### config.mk
export PLATFORM = sky130hd
export DESIGN_NAME = qft_phase_scheduler
export DESIGN_NICKNAME = d
export VERILOG_FILES = /design/src/rtl/qft_phase_scheduler.sv
export SDC_FILE = /design/constraint.sdc
export NUM_CORES = 1
export LEC_CHECK = 0
export CAP_MARGIN = 20
export CELL_PAD_IN_SITES_DETAIL_PLACEMENT = 2
export CELL_PAD_IN_SITES_GLOBAL_PLACEMENT = 2
export CORE_ASPECT_RATIO = 0.75
export CORE_MARGIN = 4
export CORE_UTILIZATION = 22
export DETAILED_ROUTE_END_ITERATION = 8
export HOLD_SLACK_MARGIN = 0.15
export MAX_ROUTING_LAYER = met4
export PLACE_DENSITY_LB_ADDON = 0.2
export SYNTH_ARGS = -nofsm -noshare
export SYNTH_HDL_FRONTEND = slang
export SYNTH_SLANG_ARGS = --single-unit
### constraint.sdc
create_clock -name clk -period 4.7 [get_ports clk]
set_input_delay 0.94 -clock clk [delete_from_list [all_inputs] [get_ports clk]]
set_output_delay 0.94 -clock clk [all_outputs]
set_load 0.02 [all_outputs]
### src/rtl/qft_phase_scheduler.sv
// qft_phase_scheduler
//   Runs the controlled-phase stage of the QFT for one target qubit j over a
//   state-vector RAM holding 2^NUM_QUBITS complex amplitudes.
//   For each control k = j+1 .. NUM_QUBITS-1 it scans every index i. Each index
//   with bits j and k both set is read, rotated by pi/2^(k-j) in the shared
//   phase-gate datapath, and written back.
//
// Ports
//   clk, rst_n         clock, asynchronous active-low reset
//   start, target_sel  run request and target qubit (sampled only in IDLE)
//   busy, done, err    status; done/err are one-cycle pulses
//   mem_*              amplitude RAM (read data valid one cycle after mem_rd_en)
//   gate_*             controlled_phase_gate interface (combinational result)

`ifndef TOTAL_BITS
`define TOTAL_BITS 16
`endif

module qft_phase_scheduler #(
  parameter int NUM_QUBITS = 3,
  parameter int ADDR_W     = NUM_QUBITS,
  parameter int SEL_W      = 3,
  parameter int PI_FIXED   = 12868
) (
  input  logic                       clk,
  input  logic                       rst_n,
  input  logic                       start,
  input  logic [SEL_W-1:0]           target_sel,
  output logic                       busy,
  output logic                       done,
  output logic                       err,
  output logic [ADDR_W-1:0]          mem_addr,
  output logic                       mem_rd_en,
  input  logic [2*`TOTAL_BITS-1:0]   mem_rd_data,
  output logic                       mem_wr_en,
  output logic [2*`TOTAL_BITS-1:0]   mem_wr_data,
  output logic                       gate_control_bit,
  output logic [`TOTAL_BITS-1:0]     gate_theta,
  output logic [2*`TOTAL_BITS-1:0]   gate_target_in,
  input  logic [2*`TOTAL_BITS-1:0]   gate_target_out
);

  localparam int TW = `TOTAL_BITS;
  localparam int DW = 2 * TW;
  localparam logic signed [TW-1:0] PI_S = TW'(PI_FIXED);

  typedef enum logic [2:0] {
    S_IDLE,
    S_SCAN,
    S_EXEC,
    S_WB,
    S_DONE
  } state_t;

  state_t            state_q, state_d;
  logic [SEL_W-1:0]  j_q, j_d;
  logic [SEL_W-1:0]  k_q, k_d;
  logic [ADDR_W-1:0] i_q, i_d;
  logic              err_q, err_d;
  logic [DW-1:0]     wb_q, wb_d;

  logic              last_i;
  logic              last_k;
  logic              adv_done;
  logic [ADDR_W-1:0] adv_i;
  logic [SEL_W-1:0]  adv_k;
  logic [ADDR_W-1:0] j_mask;
  logic [ADDR_W-1:0] k_mask;
  logic              pair_hit;
  logic [SEL_W-1:0]  shamt;
  logic              sel_invalid;
  logic              sel_last;

  // Index/control bookkeeping shared by SCAN (no hit) and WB. On the final
  // (i, k) pair the counters hold instead of wrapping.
  always_comb begin
    last_i   = (i_q == {ADDR_W{1'b1}});
    last_k   = (k_q == SEL_W'(NUM_QUBITS - 1));
    adv_done = last_i && last_k;
    adv_i    = i_q;
    adv_k    = k_q;
    if (!adv_done) begin
      if (last_i) begin
        adv_i = '0;
        adv_k = k_q + SEL_W'(1);
      end else begin
        adv_i = i_q + ADDR_W'(1);
      end
    end
  end

  // Pair qualification and rotation angle pi/2^(k-j).
  always_comb begin
    j_mask      = ADDR_W'(1) << j_q;
    k_mask      = ADDR_W'(1) << k_q;
    pair_hit    = (|(i_q & j_mask)) && (|(i_q & k_mask));
    shamt       = k_q - j_q;
    sel_invalid = (32'(target_sel) >= NUM_QUBITS);
    sel_last    = (32'(target_sel) == NUM_QUBITS - 1);
  end

  always_ff @(posedge clk or negedge rst_n) begin
    if (!rst_n) begin
      state_q <= S_IDLE;
      j_q     <= '0;
      k_q     <= '0;
      i_q     <= '0;
      err_q   <= 1'b0;
      wb_q    <= '0;
    end else begin
      state_q <= state_d;
      j_q     <= j_d;
      k_q     <= k_d;
      i_q     <= i_d;
      err_q   <= err_d;
      wb_q    <= wb_d;
    end
  end

  always_comb begin
    state_d          = state_q;
    j_d              = j_q;
    k_d              = k_q;
    i_d              = i_q;
    err_d            = err_q;
    wb_d             = wb_q;
    busy             = (state_q != S_IDLE);
    done             = 1'b0;
    err              = 1'b0;
    mem_addr         = '0;
    mem_rd_en        = 1'b0;
    mem_wr_en        = 1'b0;
    mem_wr_data      = '0;
    gate_control_bit = 1'b0;
    gate_theta       = '0;
    gate_target_in   = '0;

    case (state_q)
      S_IDLE: begin
        if (start) begin
          err_d = 1'b0;
          if (sel_invalid) begin
            err_d   = 1'b1;
            state_d = S_DONE;
          end else if (sel_last) begin
            state_d = S_DONE;
          end else begin
            j_d     = target_sel;
            k_d     = target_sel + SEL_W'(1);
            i_d     = '0;
            state_d = S_SCAN;
          end
        end
      end

      S_SCAN: begin
        mem_addr = i_q;
        if (pair_hit) begin
          mem_rd_en = 1'b1;
          state_d   = S_EXEC;
        end else begin
          i_d     = adv_i;
          k_d     = adv_k;
          state_d = adv_done ? S_DONE : S_SCAN;
        end
      end

      S_EXEC: begin
        gate_control_bit = 1'b1;
        gate_theta       = PI_S >>> shamt;
        gate_target_in   = mem_rd_data;
        wb_d             = gate_target_out;
        state_d          = S_WB;
      end

      S_WB: begin
        mem_addr    = i_q;
        mem_wr_en   = 1'b1;
        mem_wr_data = wb_q;
        i_d         = adv_i;
        k_d         = adv_k;
        state_d     = adv_done ? S_DONE : S_SCAN;
      end

      S_DONE: begin
        done    = 1'b1;
        err     = err_q;
        err_d   = 1'b0;
        state_d = S_IDLE;
      end

      default: begin
        state_d = S_IDLE;
      end
    endcase
  end

endmodule

==> qor.csv, run 1 <==
stage,metric,value,unit
die,# rows,35,
yosys,register area share after synthesis,0.402,
pwr,Comb pwr share,0.448,
pwr,Switching Share,0.413,
yosys,Mapped Area,2800,sq um
yosys,ys flop type,dfrtp_1,
placement,IO buf count,156,
clock_network,clk slew on worst S/H paths,0.07,ns
worst_setup_path,most frequent CP cell,inv_1,
grt,GRT Total Usage,0.163,
clock_network,Post-CTS Setup Inserts,0,
finish,Diodes inserted,0,
worst_setup_path,Worst EP arrival,3.23,ns
route,ANT nets after route,0,
finish,Util after Layout,0.375,
worst_hold_path,Hold Path Class,flop to flop,
pwr,Reg power frac,0.360,
clock_network,Sink Count,45,
yosys,"EDFF count, synth",0,
timing,Slew HR,0.490,
finish,Area growth syn-to-layout,65.3,%
route,DR WL/cell,17.9,um
clock_network,post-cts repair resize count,0,
outcome,outcome,"finished, final reports clean",
run,max_cap viols,0,
grt,initial antenna violation count,0,
die,core footprint,12300,sq um
clock_network,Max Root-Sink Buffers,2,
timing,Period minus WS final,4.17,ns
die,width of the die,138,um
timing,Fin Setup TNS,0,ns
yosys,"FFs w/ async S/R, synth",1.00,
worst_setup_path,kind of end point of the critical path,primary output,
route,DRC,0,
worst_setup_path,slowest CP cell,clkdlybuf4s50_1,
route,Detailed Route Iter0 Violations,100,
timing,# setup viols final,0,
yosys,#FFs+latches synth,45,
yosys,top-count cell post-synth,nand2_1,
worst_setup_path,"Max FO, Critical Path",17,
pwr,Worst IR Drop VDD,0.155,mV
route,Post-Route WL,11700,um
finish,fin nets,562,
placement,RePlAce Congestion,0.815,
finish,number of non-filler instances in the completed layout,650,
timing,RSZ-0062 raised after global routing,no,
worst_setup_path,crit path launch type,flop,
route,total number of vias,2977,
timing,maximum clock rate,240,MHz
yosys,yosys warns,0,
pwr,net switching power,779,uW
route,Initial DRT Pass Iterations,4,
clock_network,TritonCTS Buffers,5,
yosys,Synth top area share,0.402,
worst_setup_path,"Buf+Inv Stages, Crit Path",3,
yosys,Commonest cells post-synth,"nand2_1, and3_1, dfrtp_1",
worst_setup_path,CP Cell Sequence,"inv_1, ha_1, inv_1, fa_1, xor2_1, xnor2_2, nor2_1, a211oi_1, clkdlybuf4s50_1",
pwr,Internal Power,1110,uW
placement,placed cells,642,
pwr,Leakage,0.00213,uW
yosys,"top cells by area, synth","dfrtp_1, and3_1, nand2_1",
die,num ports,159,
clock_network,Root Driver,clkbuf_16,
placement,HPWL after DPL,8790,um
clock_network,Max H-tree Level,2,
yosys,synth unique cells,47,
clock_network,CTS Hold Bufs,0,
finish,layout cell share with drive strength beyond 1,0.0640,
yosys,Synth area leader,dfrtp_1,
yosys,Mapped Cells,340,
timing,Worst Skew,0.00428,ns
die,height of the die,106,um
pwr,clock power share,0.192,
timing,worst-margin pin slew,0.762,ns
worst_setup_path,Crit Path Category,flop to primary output,
grt,first-pass GRT wire length,18700,um
clock_network,CTS tree,done,
pwr,pwr dens,408,nW/um^2
grt,vias in the first global route,3247,
timing,Hold Fails Final Rpt,0,
die,Initial Util,0.227,
yosys,mean post-synth cell area,8.24,sq um
grt,global route total overflow,0,
die,die area,14600,sq um
timing,fin crit share,0.887,
worst_setup_path,Crit path largest cell delay,0.67,ns
route,via/cell ratio,4.58,
worst_setup_path,Top delay family on crit path,buffers and inverters,
grt,largest net degree at the start of global routing,46,
worst_setup_path,CP required,3.76,ns
timing,fin. max-slew vios,0,
clock_network,worst skew pair latency,0.29,ns
-- per-stage QoR --
stage / cell area, sq um / power, uW / worst slack [ns] / hold slack, ns
after global routing: 4630 / 2060 / 0.270 / 0.508
after detailed placement: 4480 / 1550 / 0.797 / 0.459
final: 4630 / 1890 / 0.531 / 0.470
after floorplan: 2810 / 1240 / 1.60 / 0.437
after global placement: 4480 / 1500 / 0.936 / 0.449
after CTS: 4630 / 1920 / 0.480 / 0.476
-- registers in the layout (all words and copies together), names as in the netlist --
signal	count
j_q	3
i_q	3
state_q	3
err_q	1
k_q	3
wb_q	32
-- cell families (layout without fill, tap and decap cells) --
group,count (synthesis),after routing,synth area share
other,1,2,0.00134
AOI/OAI and AO/OA,28,28,0.0697
buffers and inverters,36,179,0.0616
muxes,7,7,0.0272
adders and majority gates,9,9,0.0429
xor gates and xnor gates,3,3,0.0121
and+or+nand+nor,211,211,0.383
DFF,45,45,0.402
-- layout by cell type, fill, tap and decap left out, types with 2 or more instances in the layout --
master	n
nor3_1	4
and3_1	66
nand2b_1	3
a21oi_1	7
o21ai_1	2
nor3b_1	2
ha_1	8
nor2b_1	2
buf_4	6
a211oi_1	2
clkdlybuf4s50_1	155
nor2_1	9
nand4_1	2
and2_1	6
mux2i_1	2
nor2_4	2
inv_1	8
xor2_1	2
dfrtp_1	44
mux2_1	4
conb_1	2
clkinv_4	2
clkbuf_16	5
o21ai_0	6
nand2_1	106
-- cell type report --
class | instances | area (sq um)
repair buffers | 162 | 1600
clock buffers | 5 | 125
inverters | 9 | 33.8
flip-flops and latches | 45 | 1130
well taps | 166 | 208
multi-input cells | 260 | 1510
fillers | 1374 | 7720
clock inverters | 3 | 22.5
-- worst paths after layout --
| path | startpoint | end | slack (ns) | cells after the start |
|---|---|---|---|---|
| worst max-delay path | k_q[0]$_DFFE_PN0P_ | gate_theta[5] | 0.53 | 9 |
| worst min-delay path | wb_q[28]$_DFFE_PN0P_ | wb_q[28]$_DFFE_PN0P_ | 0.47 | 2 |
| worst max register to register | i_q[0]$_DFFE_PN0P_ | k_q[1]$_DFFE_PN0P_ | 2.41 | 7 |
| worst min register to register | wb_q[28]$_DFFE_PN0P_ | wb_q[28]$_DFFE_PN0P_ | 0.47 | 2 |
| max in group asynchronous | rst_n | state_q[1]$_DFFE_PN0N_ | 3.48 | 2 |
| min in group asynchronous | rst_n | wb_q[5]$_DFFE_PN0P_ | 0.74 | 2 |
-- worst reg2reg max path, stage by stage (launching register included) --
cell and delay [ns]:
dfrtp_1 0.44, ha_1 0.23, ha_1 0.29, and4bb_2 0.30, a2bb2oi_2 0.16, or2_4 0.27, a21oi_2 0.15, mux2_1 0.35
-- metal layers --
metal  GRT usage  up-vias  wire length [um]
li1            -     1417                 -
met1       0.219     1434              5690
met2       0.255      120              5290
met3      0.0390        6               608
met4      0.0254        0                68
met5           -        -                 0
-- power groups by stage --
stage          sequential [uW]  clock (uW)  combinational [uW]
3_3_place_gp               672           0                 825
3_5_place_dp               687           0                 861
4_1_cts                    681         375                 869
2_1_floorplan              639           0                 598
6_report                   679         362                 846
5_1_grt                    704         393                 962
Note: power is estimated with default switching activity, not from simulation.
==> inputs of run 2 (changes only) <==
--- a/config.mk
+++ b/config.mk
@@ -11,10 +11,13 @@
 export CORE_ASPECT_RATIO = 0.75
 export CORE_MARGIN = 4
 export CORE_UTILIZATION = 22
+export CTS_CLUSTER_SIZE = 14
 export DETAILED_ROUTE_END_ITERATION = 8
+export GPL_TIMING_DRIVEN = 0
 export HOLD_SLACK_MARGIN = 0.15
 export MAX_ROUTING_LAYER = met4
 export PLACE_DENSITY_LB_ADDON = 0.2
+export SETUP_SLACK_MARGIN = 0.2
 export SYNTH_ARGS = -nofsm -noshare
 export SYNTH_HDL_FRONTEND = slang
 export SYNTH_SLANG_ARGS = --single-unit
==> qor.csv, run 2 (synthesis results as in run 1) <==
stage,metric,value,unit
finish,Area growth syn-to-layout,69.1,%
worst_setup_path,"Max FO, Critical Path",10,
finish,fin area,4740,sq um
die,height of the die,106,um
finish,fin nets,584,
worst_setup_path,Top delay family on crit path,buffers and inverters,
timing,Fin Setup TNS,0,ns
grt,vias in the first global route,3483,
placement,RePlAce Congestion,0.862,
route,ANT nets after route,0,
timing,fin crit share,0.869,
clock_network,Max H-tree Level,2,
grt,global route total overflow,0,
die,# rows,35,
die,Initial Util,0.227,
run,max_cap viols,0,
finish,"most common cell after layout, fill and taps aside",clkdlybuf4s50_1,
grt,initial antenna violation count,0,
worst_setup_path,"Buf+Inv Stages, Crit Path",4,
finish,Largest register FFs,32,
timing,worst setup margin,0.615,ns
worst_setup_path,slowest CP cell,clkdlybuf4s50_1,
route,DRC,0,
finish,Util after Layout,0.384,
pwr,Reg power frac,0.350,
timing,maximum clock rate,245,MHz
placement,pre-CTS setup slack,0.860,ns
route,Initial DRT Pass Iterations,7,
pwr,Comb pwr share,0.462,
route,total number of vias,3098,
clock_network,TritonCTS Buffers,5,
pwr,Internal Power,1130,uW
pwr,Worst IR Drop VDD,0.158,mV
route,via/cell ratio,4.61,
die,die area,14600,sq um
worst_hold_path,Hold Path Class,flop to flop,
timing,Hold Fails Final Rpt,0,
worst_hold_path,hold_sp,wb_q[16]$_DFFE_PN0P_,
grt,largest net degree at the start of global routing,30,
clock_network,Root Driver,clkbuf_16,
route,Post-Route WL,12500,um
worst_setup_path,CP Cell Sequence,"inv_1, ha_1, inv_1, fa_1, xor2_1, xnor2_2, buf_6, o21ai_1, a21oi_1, clkdlybuf4s50_1",
finish,# fillers,1391,
worst_setup_path,worst reg2reg startpoint,state_q[2]$_DFFE_PN0N_,
timing,RSZ-0062 raised after global routing,no,
worst_setup_path,Worst setup startpoint,k_q[0]$_DFFE_PN0P_,
pwr,net switching power,806,uW
clock_network,Sink Count,45,
clock_network,Post-CTS Setup Inserts,0,
worst_setup_path,crit path launch type,flop,
timing,worst-margin pin slew,0.744,ns
placement,IO buf count,156,
timing,Slew HR,0.502,
route,Detailed Route Iter0 Violations,80,
worst_setup_path,Worst EP arrival,3.14,ns
placement,HPWL after DPL,10200,um
clock_network,clk slew on worst S/H paths,0.07,ns
route,DR WL/cell,18.6,um
worst_setup_path,CP required,3.76,ns
finish,most frequent cells in the layout,"clkdlybuf4s50_1, nand2_1, and3_1",
timing,Worst Skew,0.00684,ns
grt,GRT Total Usage,0.178,
finish,layout cell share with drive strength beyond 1,0.0632,
timing,fin. max-slew vios,0,
die,width of the die,138,um
clock_network,CTS Hold Bufs,0,
timing,# setup viols final,0,
worst_setup_path,kind of end point of the critical path,primary output,
pwr,pwr dens,408,nW/um^2
pwr,clock power share,0.188,
clock_network,CTS tree,done,
finish,Reg with most FFs,wb_q,
placement,placed cell area,4590,sq um
finish,Diodes inserted,0,
clock_network,Max Root-Sink Buffers,2,
pwr,Leakage,0.00218,uW
worst_setup_path,Crit Path Category,flop to primary output,
grt,first-pass GRT wire length,20100,um
worst_setup_path,most frequent CP cell,inv_1,
clock_network,post-cts repair resize count,0,
outcome,outcome,"finished, final reports clean",
clock_network,worst skew pair latency,0.29,ns
timing,Period minus WS final,4.08,ns
worst_setup_path,Crit path largest cell delay,0.66,ns
die,core footprint,12300,sq um
die,num ports,159,
pwr,Switching Share,0.417,
==> run 2: power groups by stage <==
stage / registers (uW) / logic, uW / clock network (uW)
after global routing: 702 / 1010 / 391
after floorplan: 639 / 598 / 0
after CTS: 678 / 908 / 372
final: 676 / 894 / 363
after detailed placement: 685 / 900 / 0
after global placement: 664 / 853 / 0
==> run 2: per-layer routing <==
| metal | track usage | share of wire |
|---|---|---|
| met5 | - | 0 |
| met4 | 0.0212 | 0.0050 |
| met3 | 0.0367 | 0.047 |
| met2 | 0.294 | 0.47 |
| met1 | 0.234 | 0.47 |
==> run 2: worst reg2reg max path: stages, from the launching register on <==
cell,delay (ns)
dfrtp_1,0.46
nor2b_1,0.45
clkbuf_1,0.44
nand2_1,0.13
nand2_1,0.08
ha_1,0.23
xor2_1,0.15
o21ai_0,0.12
a32oi_1,0.19
==> run 2: metrics by stage <==
step,total power [uW],hold slack [ns],std cells
CTS,1960,0.475,672
detailed placement,1580,0.457,664
global placement,1520,0.450,663
floorplan,1240,0.437,341
global route,2110,0.502,672
finish,1930,0.470,672
==> run 2: layout make-up <==
cell class                 count  area (sq um)  area share
buffer                        27           139      0.0293
clock buffer                   5           125      0.0264
multi-input combinational    260          1510       0.318
tap                          166           208      0.0438
timing repair buffer         157          1580       0.333
clock inverter                 3          22.5     0.00475
sequential                    45          1130       0.238
inverter                       9          33.8     0.00713
==> run 2: worst paths after layout <==
| kind | endpoint | slack (ns) | cells past startpoint |
|---|---|---|---|
| min | wb_q[16]$_DFFE_PN0P_ | 0.47 | 2 |
| max | gate_theta[6] | 0.62 | 10 |
| max reg2reg | k_q[2]$_DFFE_PN0P_ | 2.36 | 8 |
| max in group asynchronous | wb_q[10]$_DFFE_PN0P_ | 3.58 | 2 |
| min reg2reg | wb_q[16]$_DFFE_PN0P_ | 0.47 | 2 |
| min in group asynchronous | k_q[1]$_DFFE_PN0P_ | 0.60 | 1 |
